**config.mk**
```make
export PLATFORM = sky130hd
export DESIGN_NAME = clock_hms
export DESIGN_NICKNAME = d
export VERILOG_FILES = /design/src/rtl/clock_hms.sv
export SDC_FILE = /design/constraint.sdc
export NUM_CORES = 1
export LEC_CHECK = 0
export BUFFER_PORTS_ARGS = -buffer_cell sky130_fd_sc_hd__buf_4
export CAP_MARGIN = 30
export CORE_MARGIN = 2
export CORE_UTILIZATION = 55
export CTS_CLUSTER_DIAMETER = 30
export DETAILED_ROUTE_END_ITERATION = 16
export MAX_ROUTING_LAYER = met4
export PLACE_DENSITY = 0.8
export SYNTH_ARGS = -nofsm -noshare
export SYNTH_HDL_FRONTEND = slang
export SYNTH_SLANG_ARGS = --single-unit
```
**constraint.sdc**
```tcl
create_clock -name iClk -period 2.39 [get_ports iClk]
set_input_delay 0.3585 -clock iClk [delete_from_list [all_inputs] [get_ports iClk]]
set_output_delay 0.3585 -clock iClk [all_outputs]
set_load 0.03 [all_outputs]
```
**src/rtl/clock_hms.sv**
```systemverilog
// clock_hms: hours/minutes/seconds time-of-day counter held in packed BCD.
// A small FSM selects between stopped, running and two set modes (hours, minutes).
//
// Ports:
//   iClk        system clock, all state changes on the rising edge
//   iRst        synchronous active-high reset
//   iTick       one-cycle 1 Hz pulse, advances time by one second while running
//   iStartStop  one-cycle pulse, toggles between stopped and running
//   iMode       one-cycle pulse, steps STOP -> SET_HR -> SET_MIN -> STOP
//   iInc        one-cycle pulse, increments the field selected by the set mode
//   oSec        seconds, packed BCD 00..59
//   oMin        minutes, packed BCD 00..59
//   oHr         hours, packed BCD 00..HR_LIM-1
//   oState      current FSM state register
//   oRollover   one-cycle pulse when a tick wraps the full day to 00:00:00
module clock_hms #(
    parameter int unsigned HR_LIM = 24
) (
    input  logic       iClk,
    input  logic       iRst,
    input  logic       iTick,
    input  logic       iStartStop,
    input  logic       iMode,
    input  logic       iInc,
    output logic [7:0] oSec,
    output logic [7:0] oMin,
    output logic [7:0] oHr,
    output logic [1:0] oState,
    output logic       oRollover
);

    localparam logic [1:0] StStop   = 2'b00;
    localparam logic [1:0] StRun    = 2'b01;
    localparam logic [1:0] StSetHr  = 2'b10;
    localparam logic [1:0] StSetMin = 2'b11;

    // Last legal hour (HR_LIM-1) expressed in packed BCD.
    localparam logic [3:0] HrMaxTens  = 4'((HR_LIM - 1) / 10);
    localparam logic [3:0] HrMaxUnits = 4'((HR_LIM - 1) % 10);
    localparam logic [7:0] HrMax      = {HrMaxTens, HrMaxUnits};

    logic [1:0] state_q, state_d;
    logic [7:0] sec_q, sec_d;
    logic [7:0] min_q, min_d;
    logic [7:0] hr_q, hr_d;
    logic       roll_q, roll_d;

    // BCD increment for a 00..59 field, wrapping 59 -> 00.
    function automatic logic [7:0] inc_60(input logic [7:0] v);
        if (v == 8'h59) begin
            inc_60 = 8'h00;
        end else if (v[3:0] == 4'd9) begin
            inc_60 = {v[7:4] + 4'd1, 4'd0};
        end else begin
            inc_60 = {v[7:4], v[3:0] + 4'd1};
        end
    endfunction

    // BCD increment for the hour field, wrapping HR_LIM-1 -> 00.
    function automatic logic [7:0] inc_hr(input logic [7:0] v);
        if (v == HrMax) begin
            inc_hr = 8'h00;
        end else if (v[3:0] == 4'd9) begin
            inc_hr = {v[7:4] + 4'd1, 4'd0};
        end else begin
            inc_hr = {v[7:4], v[3:0] + 4'd1};
        end
    endfunction

    always_comb begin
        state_d = state_q;
        sec_d   = sec_q;
        min_d   = min_q;
        hr_d    = hr_q;
        roll_d  = 1'b0;
        case (state_q)
            StStop: begin
                // Start/stop wins over mode when both arrive together.
                if (iStartStop) begin
                    state_d = StRun;
                end else if (iMode) begin
                    state_d = StSetHr;
                end
            end
            StRun: begin
                // The tick is still applied on the edge that stops the clock.
                if (iTick) begin
                    sec_d = inc_60(sec_q);
                    if (sec_q == 8'h59) begin
                        min_d = inc_60(min_q);
                        if (min_q == 8'h59) begin
                            hr_d = inc_hr(hr_q);
                            if (hr_q == HrMax) begin
                                roll_d = 1'b1;
                            end
                        end
                    end
                end
                if (iStartStop) begin
                    state_d = StStop;
                end
            end
            StSetHr: begin
                if (iInc) begin
                    hr_d = inc_hr(hr_q);
                end
                if (iMode) begin
                    state_d = StSetMin;
                end
            end
            default: begin // StSetMin
                if (iInc) begin
                    min_d = inc_60(min_q);
                end
                // Leaving set mode starts the new time from a clean second.
                if (iMode) begin
                    state_d = StStop;
                    sec_d   = 8'h00;
                end
            end
        endcase
    end

    always_ff @(posedge iClk) begin
        if (iRst) begin
            state_q <= StStop;
            sec_q   <= 8'h00;
            min_q   <= 8'h00;
            hr_q    <= 8'h00;
            roll_q  <= 1'b0;
        end else begin
            state_q <= state_d;
            sec_q   <= sec_d;
            min_q   <= min_d;
            hr_q    <= hr_d;
            roll_q  <= roll_d;
        end
    end

    assign oSec      = sec_q;
    assign oMin      = min_q;
    assign oHr       = hr_q;
    assign oState    = state_q;
    assign oRollover = roll_q;

endmodule

```
; ---- Word-level counts from Yosys, hierarchy flattened
; Cells that the tools add are included.
[word_totals]
regBits = 27
wordCells = 70
[classes]
addsub = 6
n_eq_ne = 16
muxes = 25
bitwise = 5
reduce_logical = 12
[op_table]
columns = cell, n
row1 = $mux 8, 15
row2 = $pmux 8 s2, 3
row3 = $add 4x1->4 const B, 6
row4 = $eq 8x7->1 const B, 2
row5 = $eq 4x4->1 const B, 3
row6 = $ne 2x2->1 const B, 6
row7 = $reduce_and 4->1, 3
row8 = $mux 2, 5
row9 = $eq 8x6->1 const B, 1
row10 = $ne 3x3->1 const B, 2
row11 = $pmux 2 s3, 1
row12 = $reduce_bool 2->1, 3
row13 = $not 1->1, 5
row14 = $reduce_and 5->1, 1
row15 = $reduce_or 5->1, 1
row16 = $reduce_and 3->1, 1
row17 = $reduce_bool 3->1, 1
row18 = $eq 2x1->1 const B, 1
row19 = $eq 2x2->1 const B, 1
row20 = $logic_not 2->1, 1
row21 = $reduce_or 2->1, 1
row22 = $mux 1, 1

; ---- Depth between registers and ports, before layout
; Gate-level depths: netlist of the first run.
[depth]
depth_word = 7
mapped_depth = 7
depth_no_buf = 6

; ---- Worst setup path before layout of the first run
; Ideal clock, no wire load.
[synth_path]
kind = flip-flop to flip-flop
start = register state_q[0], in the netlist oState[0]
end = register min_q[2], in the netlist oMin[2]
arrival_ns = 2.150
required_ns = 2.319
path_slack_ns = 0.169
path_stages_with_launch = 7
synth_period_minus_slack_ns = 2.221
path_cell_list = dfxtp_1 inv_1 ha_1 nor2_1 nand2_1 or4b_2 a21oi_1
[synth_via]
elab_chain_len = 4
[synth_rtl]
columns = item, line
row1 = from (decl), 42  ; logic [1:0] state_q, state_d;
row2 = from (signal assigned), 126  ; state_q <= StStop;
row3 = from (signal assigned), 132  ; state_q <= state_d;
row4 = $eq 2x2->1 / $logic_not 2->1 (equally long branches), 76  ; case (state_q)
row5 = $reduce_or 2->1 (no line), --
row6 = $not 1->1 (no line), --
row7 = $reduce_and 4->1 (no line), --
row8 = to (signal assigned), 134  ; min_q <= min_d;
row9 = to (decl), 44  ; logic [7:0] min_q, min_d;
; Several ways; a longest one is shown, not always the timed one.
; A chain may end at the register's enable or synchronous reset.

; ---- Worst setup path in the final report of the first run
[layout_path]
start = register state_q[1], in the netlist oState[1]
end = register min_q[2], in the netlist oMin[2]
; Same word-level chain as after synthesis.

==> run_results.csv, run 1 <==
group,metric,value,unit
floorplanning,core_area,2980,sq um
power,ir_worst_vdd,0.000235,V
yosys,yosysWarnings,0,
timing,rsz0062_at_grt,"false",
yosys,synthCells,196,
critical_path,crit_required,2.65,ns
global_routing,grt_pass1_vias,1515,
global_routing,grt_pass1_wl,6510,um
critical_path,cp_slowest_cell,"or4b_2",
route,first_pass_iters,4,
cts,cts_buffer_depth,2,
route,final_antenna_net_count,0,
floorplanning,io_pins,33,
timing,finalWorstSetupSlack,0.246,ns
yosys,synthFlopType,"dfxtp_1",
yosys,synth.cell_area,1690,sq um
timing,fmax,467,MHz
cts,cts_setup_buffers,0,
yosys,ys_ff_latch,27,
timing,maxSlewHeadroom,0.615,
route,wirelength,3840,um
power,p_total,937,uW
worst_hold_path,hold_class,"input pin to flop",
critical_path,cp-startpoint,"oState[1]$_SDFFE_PP0P_",
critical_path,regToRegSetupSlack,0.25,ns
cts,cts_tree,"yes",
global_routing,grt.overflow.total,0,
route,drcViolationCount,0,
route,vias,1612,
yosys,yosysSeqAreaShare,0.321,
global_routing,grt_usage,0.242,
timing,setup_violations,0,
critical_path,reg2regPathDepth,6,
critical_path,crit_end,"oMin[2]$_SDFFE_PP0P_",
floorplanning,chipWidth,59.4,um
cells_and_area,fin_area,2000,sq um
critical_path,critPathLaunchType,"flop",
route,drt_first_iter_violations,118,
power,leakagePower,0.000806,uW
place,dp_slack,0.301,ns
route,wl_per_cell,14.6,um
timing,tightest_slew,0.570,ns
route,drt-vias-per-instance,6.13,
timing,final.setup.tns,0,ns
yosys,synth.avg_cell_area,8.60,sq um
critical_path,crit_arrival,2.40,ns
cts,htreeDepth,1,
critical_path,cpPeakStageDelay,0.63,ns
cts,cts.root.buffer_cell,"clkbuf_4",
critical_path,path_class,"flop to flop",
cts,path_clk_slew,0.15,ns
critical_path,end_kind,"flop",
cts,hold_buffers,0,
run,maxCapViolations,0,
yosys,synthArstFlopShare,0,
floorplanning,die_y,59.4,um
timing,finalClockSkew,0.0140,ns
cts,cts_resized,0,
timing,period_minus_slack,2.14,ns
floorplanning,die_area,3520,sq um
critical_path,crit_chain,"inv_1 > ha_1 > mux2_2 > nand2_1 > or4b_2 > a21oi_1",
place,dpl_cell_area,1970,sq um
yosys,synth_enable_flop_cells,0,
yosys,yosysUniqueCellTypes,45,
critical_path,critical_path.max_fanout,13,
timing,hold_viol_final,0,
place,place_congestion,0.838,
floorplanning,start_util,0.566,
cts,numClockSinks,27,
timing,drv_slew,0,
floorplanning,row_count,20,
critical_path,r2r_end,"oMin[2]$_SDFFE_PP0P_",
cts,clk_latency,0.33,ns
cells_and_area,nets,250,
yosys,synth_nets,215,
outcome,status,"completed",
cells_and_area,area_growth,18.5,%
cts,cts_inserted_buffers,3,
cells_and_area,drive_gt1_frac,0.217,
critical_path,r2r-start,"oState[1]$_SDFFE_PP0P_",
power,power_density,469,nW/um^2
place,io_buffers,32,
cells_and_area,diodes,0,
place,dp_hpwl,2910,um
timing,period_share,0.897,
global_routing,grt_antenna_before_repair,0,
global_routing,grt_start_max_net_pins,30,
-- final cells by class --
type	count	area (sq um)
Multi-Input combinational cell	152	1080
Timing Repair Buffer	35	263
Sequential cell	27	541
Fill cell	264	981
Clock buffer	3	22.5
Inverter	12	45.0
Tap cell	33	41.3
Clock inverter	1	5.00
-- cells in the mapped netlist, drive strengths merged (2+ instances only) --
| library cell | n | share of area |
|---|---|---|
| nand2 | 5 | 0.011 |
| clkbuf | 3 | 0.0067 |
| nor2 | 12 | 0.027 |
| a31oi | 4 | 0.015 |
| nor2b | 4 | 0.015 |
| buf | 2 | 0.0052 |
| nand4bb | 2 | 0.023 |
| o22a | 2 | 0.010 |
| or4 | 7 | 0.032 |
| and3b | 3 | 0.016 |
| nor4 | 5 | 0.019 |
| ha | 13 | 0.097 |
| inv | 12 | 0.027 |
| mux2 | 5 | 0.033 |
| nand3b | 4 | 0.018 |
| a21oi | 12 | 0.036 |
| o21ai | 13 | 0.039 |
| dfxtp | 27 | 0.32 |
| o2111ai | 2 | 0.010 |
| nand3 | 13 | 0.039 |
| a211o | 2 | 0.010 |
| and3 | 4 | 0.015 |
| nand4 | 2 | 0.0074 |
| mux2i | 2 | 0.012 |
| xor2 | 3 | 0.016 |
| nor3 | 12 | 0.036 |
| nand2b | 6 | 0.022 |
-- how the worst min path moves through the flow --
stage	from	to	slack [ns]	cells past startpoint
floorplan	iTick	oRollover$_SDFF_PP0_	0.49	2
global placement	oHr[1]$_SDFFE_PP0P_	oHr[1]$_SDFFE_PP0P_	0.51	2
detailed placement	oHr[5]$_SDFFE_PP0P_	oHr[5]$_SDFFE_PP0P_	0.52	1
CTS	iTick	oRollover$_SDFF_PP0_	0.27	3
global route	iTick	oRollover$_SDFF_PP0_	0.30	3
finish	iTick	oRollover$_SDFF_PP0_	0.28	3
-- flip-flops by register name, indices dropped and copies added (netlist names) --
signal / flops
oState: 2
oRollover: 1
oSec: 8
oHr: 8
oMin: 8
-- cells in the final DEF, fill, tap and decap left out, types with 2 or more instances in the layout --
cell / n
inv_1: 12
mux2i_1: 2
o2111ai_1: 2
xor2_1: 3
nor2b_1: 4
or4_1: 6
clkbuf_4: 3
nand2b_1: 6
buf_4: 35
nand3b_1: 4
nand2_1: 5
nor3_1: 12
and3b_1: 3
o21ai_0: 13
nor4_1: 5
a21oi_1: 12
a31oi_1: 4
mux2_2: 5
o22a_1: 2
nand3_1: 13
nor2_1: 12
ha_1: 13
a211o_1: 2
nand4_1: 2
dfxtp_1: 27
and3_1: 4
-- through the flow --
stage          hold WS, ns  std cells   util
2_1_floorplan        0.492        196      -
3_3_place_gp         0.509        259  0.661
3_5_place_dp         0.523        259  0.661
4_1_cts              0.271        263  0.671
5_1_grt              0.296        263  0.671
6_report             0.278        263  0.671
-- where the power goes --
| part | switching (uW) | internal (uW) | total, uW |
|---|---|---|---|
| sequential | 17.3 | 464 | 481 |
| combinational | 164 | 92.6 | 256 |
| clock | 136 | 62.8 | 199 |
| total | 317 | 620 | 937 |
-- kinds of logic after synthesis --
family | Yosys count | synth area share
simple gates | 84 | 0.306
compound gates | 45 | 0.177
flops | 27 | 0.321
buf+inv | 17 | 0.0386
fa+ha+maj | 13 | 0.0965
mux | 7 | 0.0453
xor+xnor | 3 | 0.0156
-- critical path, delay by kind of cell, from the launching register on --
kind	cells	cell delay, ns
multiplexers	1	0.27
AND/OR/NAND/NOR	2	0.77
flip-flops	1	0.37
buffers and inverters	1	0.10
AO/OA/AOI/OAI	1	0.15
adder cells (fa/ha/maj)	1	0.41
-- layer usage --
metal / global-route usage / part of all wire / routed length, um
met4: 0.0909 / 0.014 / 53
met1: 0.296 / 0.43 / 1670
met3: 0.0262 / 0.048 / 183
met5: - / 0 / 0
met2: 0.407 / 0.50 / 1930
No activity file was read; power rests on OpenSTA's default activity.
==> run 2: changes to the inputs <==
--- a/config.mk
+++ b/config.mk
@@ -8,11 +8,12 @@
 export BUFFER_PORTS_ARGS = -buffer_cell sky130_fd_sc_hd__buf_4
 export CAP_MARGIN = 30
 export CORE_MARGIN = 2
-export CORE_UTILIZATION = 55
+export CORE_UTILIZATION = 57
+export CTS_BUF_LIST = sky130_fd_sc_hd__clkbuf_2
 export CTS_CLUSTER_DIAMETER = 30
 export DETAILED_ROUTE_END_ITERATION = 16
 export MAX_ROUTING_LAYER = met4
-export PLACE_DENSITY = 0.8
+export PLACE_DENSITY = 0.82
 export SYNTH_ARGS = -nofsm -noshare
 export SYNTH_HDL_FRONTEND = slang
 export SYNTH_SLANG_ARGS = --single-unit
==> run 2 against run 1 <==
  * Highest routed layer unchanged
  * Cell count decreased by 1.1%
  * Total power decreased by 1.0%
  * Global-route usage increased by 0.63 points
  * Count of clock-buffer cells in the layout unchanged
  * Register-to-register slack about the same
  * Sequential share of layout area increased by 0.21 points
  * Critical endpoint is now oHr[0]$_SDFFE_PP0P_
  * Sequential power about the same
==> run_results.csv, run 2 (synthesized netlist as in run 1, its figures left out) <==
group,metric,value,unit
outcome,status,"completed",
timing,tightest_slew,0.539,ns
cts,cts_tree,"yes",
timing,maxSlewHeadroom,0.636,
global_routing,grt_antenna_before_repair,0,
route,vias,1632,
critical_path,path_class,"flop to flop",
timing,finalClockSkew,0.0239,ns
floorplanning,die_y,58.4,um
place,dp_hpwl,2810,um
global_routing,grt_usage,0.248,
route,first_pass_iters,4,
timing,fmax,468,MHz
cells_and_area,fillers,225,
global_routing,grt_start_max_net_pins,30,
global_routing,top_usage_layer,"met2",
cells_and_area,area_growth,17.6,%
cts,path_clk_slew,0.29,ns
place,io_buffers,32,
cells_and_area,layout_commonest_cell,"buf_4",
global_routing,grtUsageMet3,0.0396,
floorplanning,row_count,19,
critical_path,end_kind,"flop",
cts,cts_inserted_buffers,3,
route,wl_per_cell,14.4,um
cts,clk_latency,0.39,ns
timing,drv_slew,0,
route,drt_first_iter_violations,91,
cts,cts_buffer_depth,2,
cts,hold_buffers,0,
power,ir_worst_vdd,0.000306,V
critical_path,cpPeakStageDelay,0.59,ns
timing,period_share,0.895,
power,p_total,927,uW
cts,cts_resized,0,
floorplanning,io_pins,33,
run,maxCapViolations,0,
power,power_density,468,nW/um^2
place,place_congestion,0.867,
cells_and_area,diodes,0,
critical_path,crit_arrival,2.47,ns
route,drcViolationCount,0,
cts,cts.root.buffer_cell,"clkbuf_2",
global_routing,grt_pass1_wl,6440,um
timing,setup_violations,0,
power,leakagePower,0.000795,uW
timing,hold_viol_final,0,
global_routing,met2_usage,0.392,
cells_and_area,layout_common_cells,"34 x buf_4, 27 x dfxtp_1, 13 x o21ai_0, 13 x nand3_1, 13 x ha_1",
route,wirelength,3750,um
critical_path,cp_slowest_cell,"o41a_4",
cts,htreeDepth,1,
timing,final.setup.tns,0,ns
critical_path,critPathLaunchType,"flop",
floorplanning,core_area,2780,sq um
global_routing,use_met1,0.325,
worst_hold_path,hold_class,"input pin to flop",
cells_and_area,finish.utilization,0.713,
cells_and_area,fin_area,1980,sq um
critical_path,critical_path.max_fanout,9,
critical_path,crit_required,2.72,ns
floorplanning,die_area,3410,sq um
global_routing,grt_pass1_vias,1470,
cells_and_area,drive_gt1_frac,0.214,
timing,rsz0062_at_grt,"false",
timing,fin_hold_ws,0.216,ns
cts,numClockSinks,27,
global_routing,grt.overflow.total,0,
timing,period_minus_slack,2.14,ns
cells_and_area,nets,249,
floorplanning,start_util,0.606,
place,dpl_cell_area,1960,sq um
cts,cts_setup_buffers,0,
floorplanning,chipWidth,58.4,um
route,drt-vias-per-instance,6.28,
route,final_antenna_net_count,0,
critical_path,crit_chain,"ha_1 > nand3b_1 > o41a_4 > or4_1 > a21oi_1",
## run 2: changes by cell type in the layout (fill, tap and decap cells not counted), sizes merged
cell,before,now
buf,35,34
clkinv,1,0
clkinvlp,0,1
## run 2: per-stage QoR
stage                     setup slack [ns]  cells
after CTS                            0.242    260
after global placement               0.401    256
after detailed placement             0.317    256
final                                0.252    260
after global routing                 0.106    260
after floorplan                      0.169    196
## run 2: final cells by class
cell class	instances	area [sq um]	share of cell area
clock inverters	1	7.51	0.00379
well taps	31	38.8	0.0196
repair buffers	34	255	0.129
inverters	12	45.0	0.0227
multi-input cells	152	1080	0.545
clock buffers	3	15.0	0.00758
flip-flops and latches	27	541	0.273
## run 2: layer usage
layer | part of all wire | wire, um
met4 | 0.016 | 61
met2 | 0.49 | 1850
met1 | 0.44 | 1640
met5 | 0 | 0
met3 | 0.052 | 194
## run 2: worst paths after layout
kind                                to  slack (ns)  cells past startpoint            startpoint
setup / recovery   oHr[0]$_SDFFE_PP0P_        0.25                      5  oSec[4]$_SDFFE_PP0P_
hold / removal    oRollover$_SDFF_PP0_        0.22                      3                 iTick
setup reg to reg   oHr[0]$_SDFFE_PP0P_        0.25                      5  oSec[4]$_SDFFE_PP0P_
hold reg to reg    oHr[5]$_SDFFE_PP0P_        0.54                      1   oHr[5]$_SDFFE_PP0P_
## run 2: critical path: cells and delay by family (launching register included)
kind / cells / cell delay (ns)
adder cells (fa/ha/maj): 1 / 0.17
flip-flops: 1 / 0.47
AO/OA/AOI/OAI: 2 / 0.72
AND/OR/NAND/NOR: 2 / 0.71
## run 2: power breakdown
part	switching, uW	internal [uW]
clock network	151	38.7
registers	18.3	466
logic	162	91.2
total	331	596
==> run 3: changes to the inputs <==
--- a/config.mk
+++ b/config.mk
@@ -8,12 +8,12 @@
 export BUFFER_PORTS_ARGS = -buffer_cell sky130_fd_sc_hd__buf_4
 export CAP_MARGIN = 30
 export CORE_MARGIN = 2
-export CORE_UTILIZATION = 57
+export CORE_UTILIZATION = 56
 export CTS_BUF_LIST = sky130_fd_sc_hd__clkbuf_2
 export CTS_CLUSTER_DIAMETER = 30
 export DETAILED_ROUTE_END_ITERATION = 16
 export MAX_ROUTING_LAYER = met4
-export PLACE_DENSITY = 0.82
+export PLACE_DENSITY = 0.81
 export SYNTH_ARGS = -nofsm -noshare
 export SYNTH_HDL_FRONTEND = slang
 export SYNTH_SLANG_ARGS = --single-unit
==> run 3 against run 2 <==
  * The flow now finishes with violations (design-rule violations)
  * Clock skew is 0.0055 ns lower
  * Hold slack gained 0.012 ns
  * Highest routed layer unchanged
  * Sequential power barely moved
  * Critical path depth is 1 higher
  * Critical path type unchanged
==> run_results.csv, run 3 (synthesized netlist as in run 1, its figures left out) <==
group,metric,value,unit
outcome,status,"finished, violations left",
outcome,violations,"design-rule violations",
route,drcViolationCount,2,
critical_path,crit_arrival,2.46,ns
cts,cts_tree,"yes",
cts,htreeDepth,1,
global_routing,grt_pass1_wl,6410,um
global_routing,grt_pass1_vias,1494,
floorplanning,chipWidth,58.9,um
place,place_congestion,0.864,
critical_path,regToRegSetupSlack,0.25,ns
floorplanning,start_util,0.601,
route,wirelength,3830,um
timing,hold_viol_final,0,
cts,cts_inserted_buffers,3,
cells_and_area,diodes,0,
cells_and_area,instances_no_fill,260,
cells_and_area,layout_common_cells,"34 x buf_4, 27 x dfxtp_1, 13 x o21ai_0, 13 x nand3_1, 13 x ha_1",
global_routing,grt_usage,0.242,
power,pwr-share-clk,0.197,
cts,cts.root.buffer_cell,"clkbuf_2",
cts,cts_buffer_depth,2,
floorplanning,die_y,58.9,um
power,ir_worst_vdd,0.000390,V
global_routing,grt_antenna_before_repair,0,
critical_path,critical_path.max_fanout,13,
power,combPwrFrac,0.275,
cts,cts_resized,0,
cts,cts_setup_buffers,0,
place,dp_hpwl,2860,um
cells_and_area,layout_commonest_cell,"buf_4",
floorplanning,io_pins,33,
route,first_pass_iters,10,
timing,tightest_slew,0.564,ns
timing,period_minus_slack,2.14,ns
cts,hold_buffers,0,
route,vias,1614,
power,power_density,462,nW/um^2
cells_and_area,nets,249,
cts,numClockSinks,27,
timing,period_share,0.897,
timing,setup_violations,0,
critical_path,end_kind,"flop",
power,p_sw_frac,0.345,
route,final_antenna_net_count,0,
cells_and_area,drive_gt1_frac,0.214,
place,io_buffers,32,
timing,rsz0062_at_grt,"false",
global_routing,grt_start_max_net_pins,30,
place,numPlacedInstances,256,
timing,maxSlewHeadroom,0.619,
route,drt-vias-per-instance,6.21,
worst_hold_path,hold_class,"input pin to flop",
route,drt_first_iter_violations,121,
critical_path,path_class,"flop to flop",
floorplanning,core_area,2810,sq um
power,seqPwrFrac,0.528,
timing,final.setup.tns,0,ns
floorplanning,die_area,3460,sq um
floorplanning,row_count,19,
timing,drv_slew,0,
cells_and_area,area_growth,17.4,%
critical_path,crit_required,2.70,ns
cts,clk_latency,0.37,ns
cts,path_clk_slew,0.26,ns
power,leakagePower,0.000799,uW
route,wl_per_cell,14.7,um
power,internal_power,600,uW
run,maxCapViolations,0,
global_routing,grt.overflow.total,0,
timing,fmax,466,MHz
timing,finalClockSkew,0.0183,ns
power,p_switching,316,uW
critical_path,critPathLaunchType,"flop",
## run 3: cell types whose count changed in the layout (fill, tap and decap cells not counted)
cell,delta
clkbuf_2,+1
clkinvlp_4,-1
## run 3: layer usage
metal	global-route usage	up-vias	routed length, um
met3	0.0462	2	203
met5	-	-	0
met4	0.0974	0	22
met2	0.392	49	1930
met1	0.296	754	1670
li1	-	809	-
## run 3: final timing paths
kind	startpoint	endpoint	cells past startpoint
worst max-delay path	oState[1]$_SDFFE_PP0P_	oMin[2]$_SDFFE_PP0P_	6
worst min-delay path	iStartStop	oState[0]$_SDFFE_PP0P_	3
worst max register to register	oState[1]$_SDFFE_PP0P_	oMin[2]$_SDFFE_PP0P_	6
worst min register to register	oMin[5]$_SDFFE_PP0P_	oMin[5]$_SDFFE_PP0P_	2
## run 3: power groups by stage
stage	combinational, uW	sequential, uW	clock, uW
2_1_floorplan	147	516	0
3_3_place_gp	239	490	0
3_5_place_dp	248	492	0
4_1_cts	250	483	181
5_1_grt	276	488	201
6_report	252	484	180
## run 3: final cells by class
class | instances | area [sq um]
Timing Repair Buffer | 34 | 255
Inverter | 12 | 45.0
Clock buffer | 4 | 20.0
Fill cell | 244 | 826
Tap cell | 31 | 38.8
Multi-Input combinational cell | 152 | 1080
Sequential cell | 27 | 541
## run 3: critical path: stages, from the launching register on
cell,delay (ns)
dfxtp_1,0.39
inv_1,0.09
ha_1,0.43
mux2_2,0.26
nand2_1,0.13
or4b_2,0.63
a21oi_1,0.14
## run 3: stage by stage
stage | setup slack, ns | total power [uW] | cell area (sq um) | hold slack, ns | util
6_report | 0.246 | 915 | 1980 | 0.228 | 0.706
5_1_grt | 0.0574 | 965 | 1980 | 0.222 | 0.706
4_1_cts | 0.278 | 914 | 1980 | 0.232 | 0.706
3_5_place_dp | 0.334 | 740 | 1960 | 0.519 | 0.698
3_3_place_gp | 0.406 | 729 | 1960 | 0.511 | 0.698
2_1_floorplan | 0.169 | 662 | 1690 | 0.492 | -
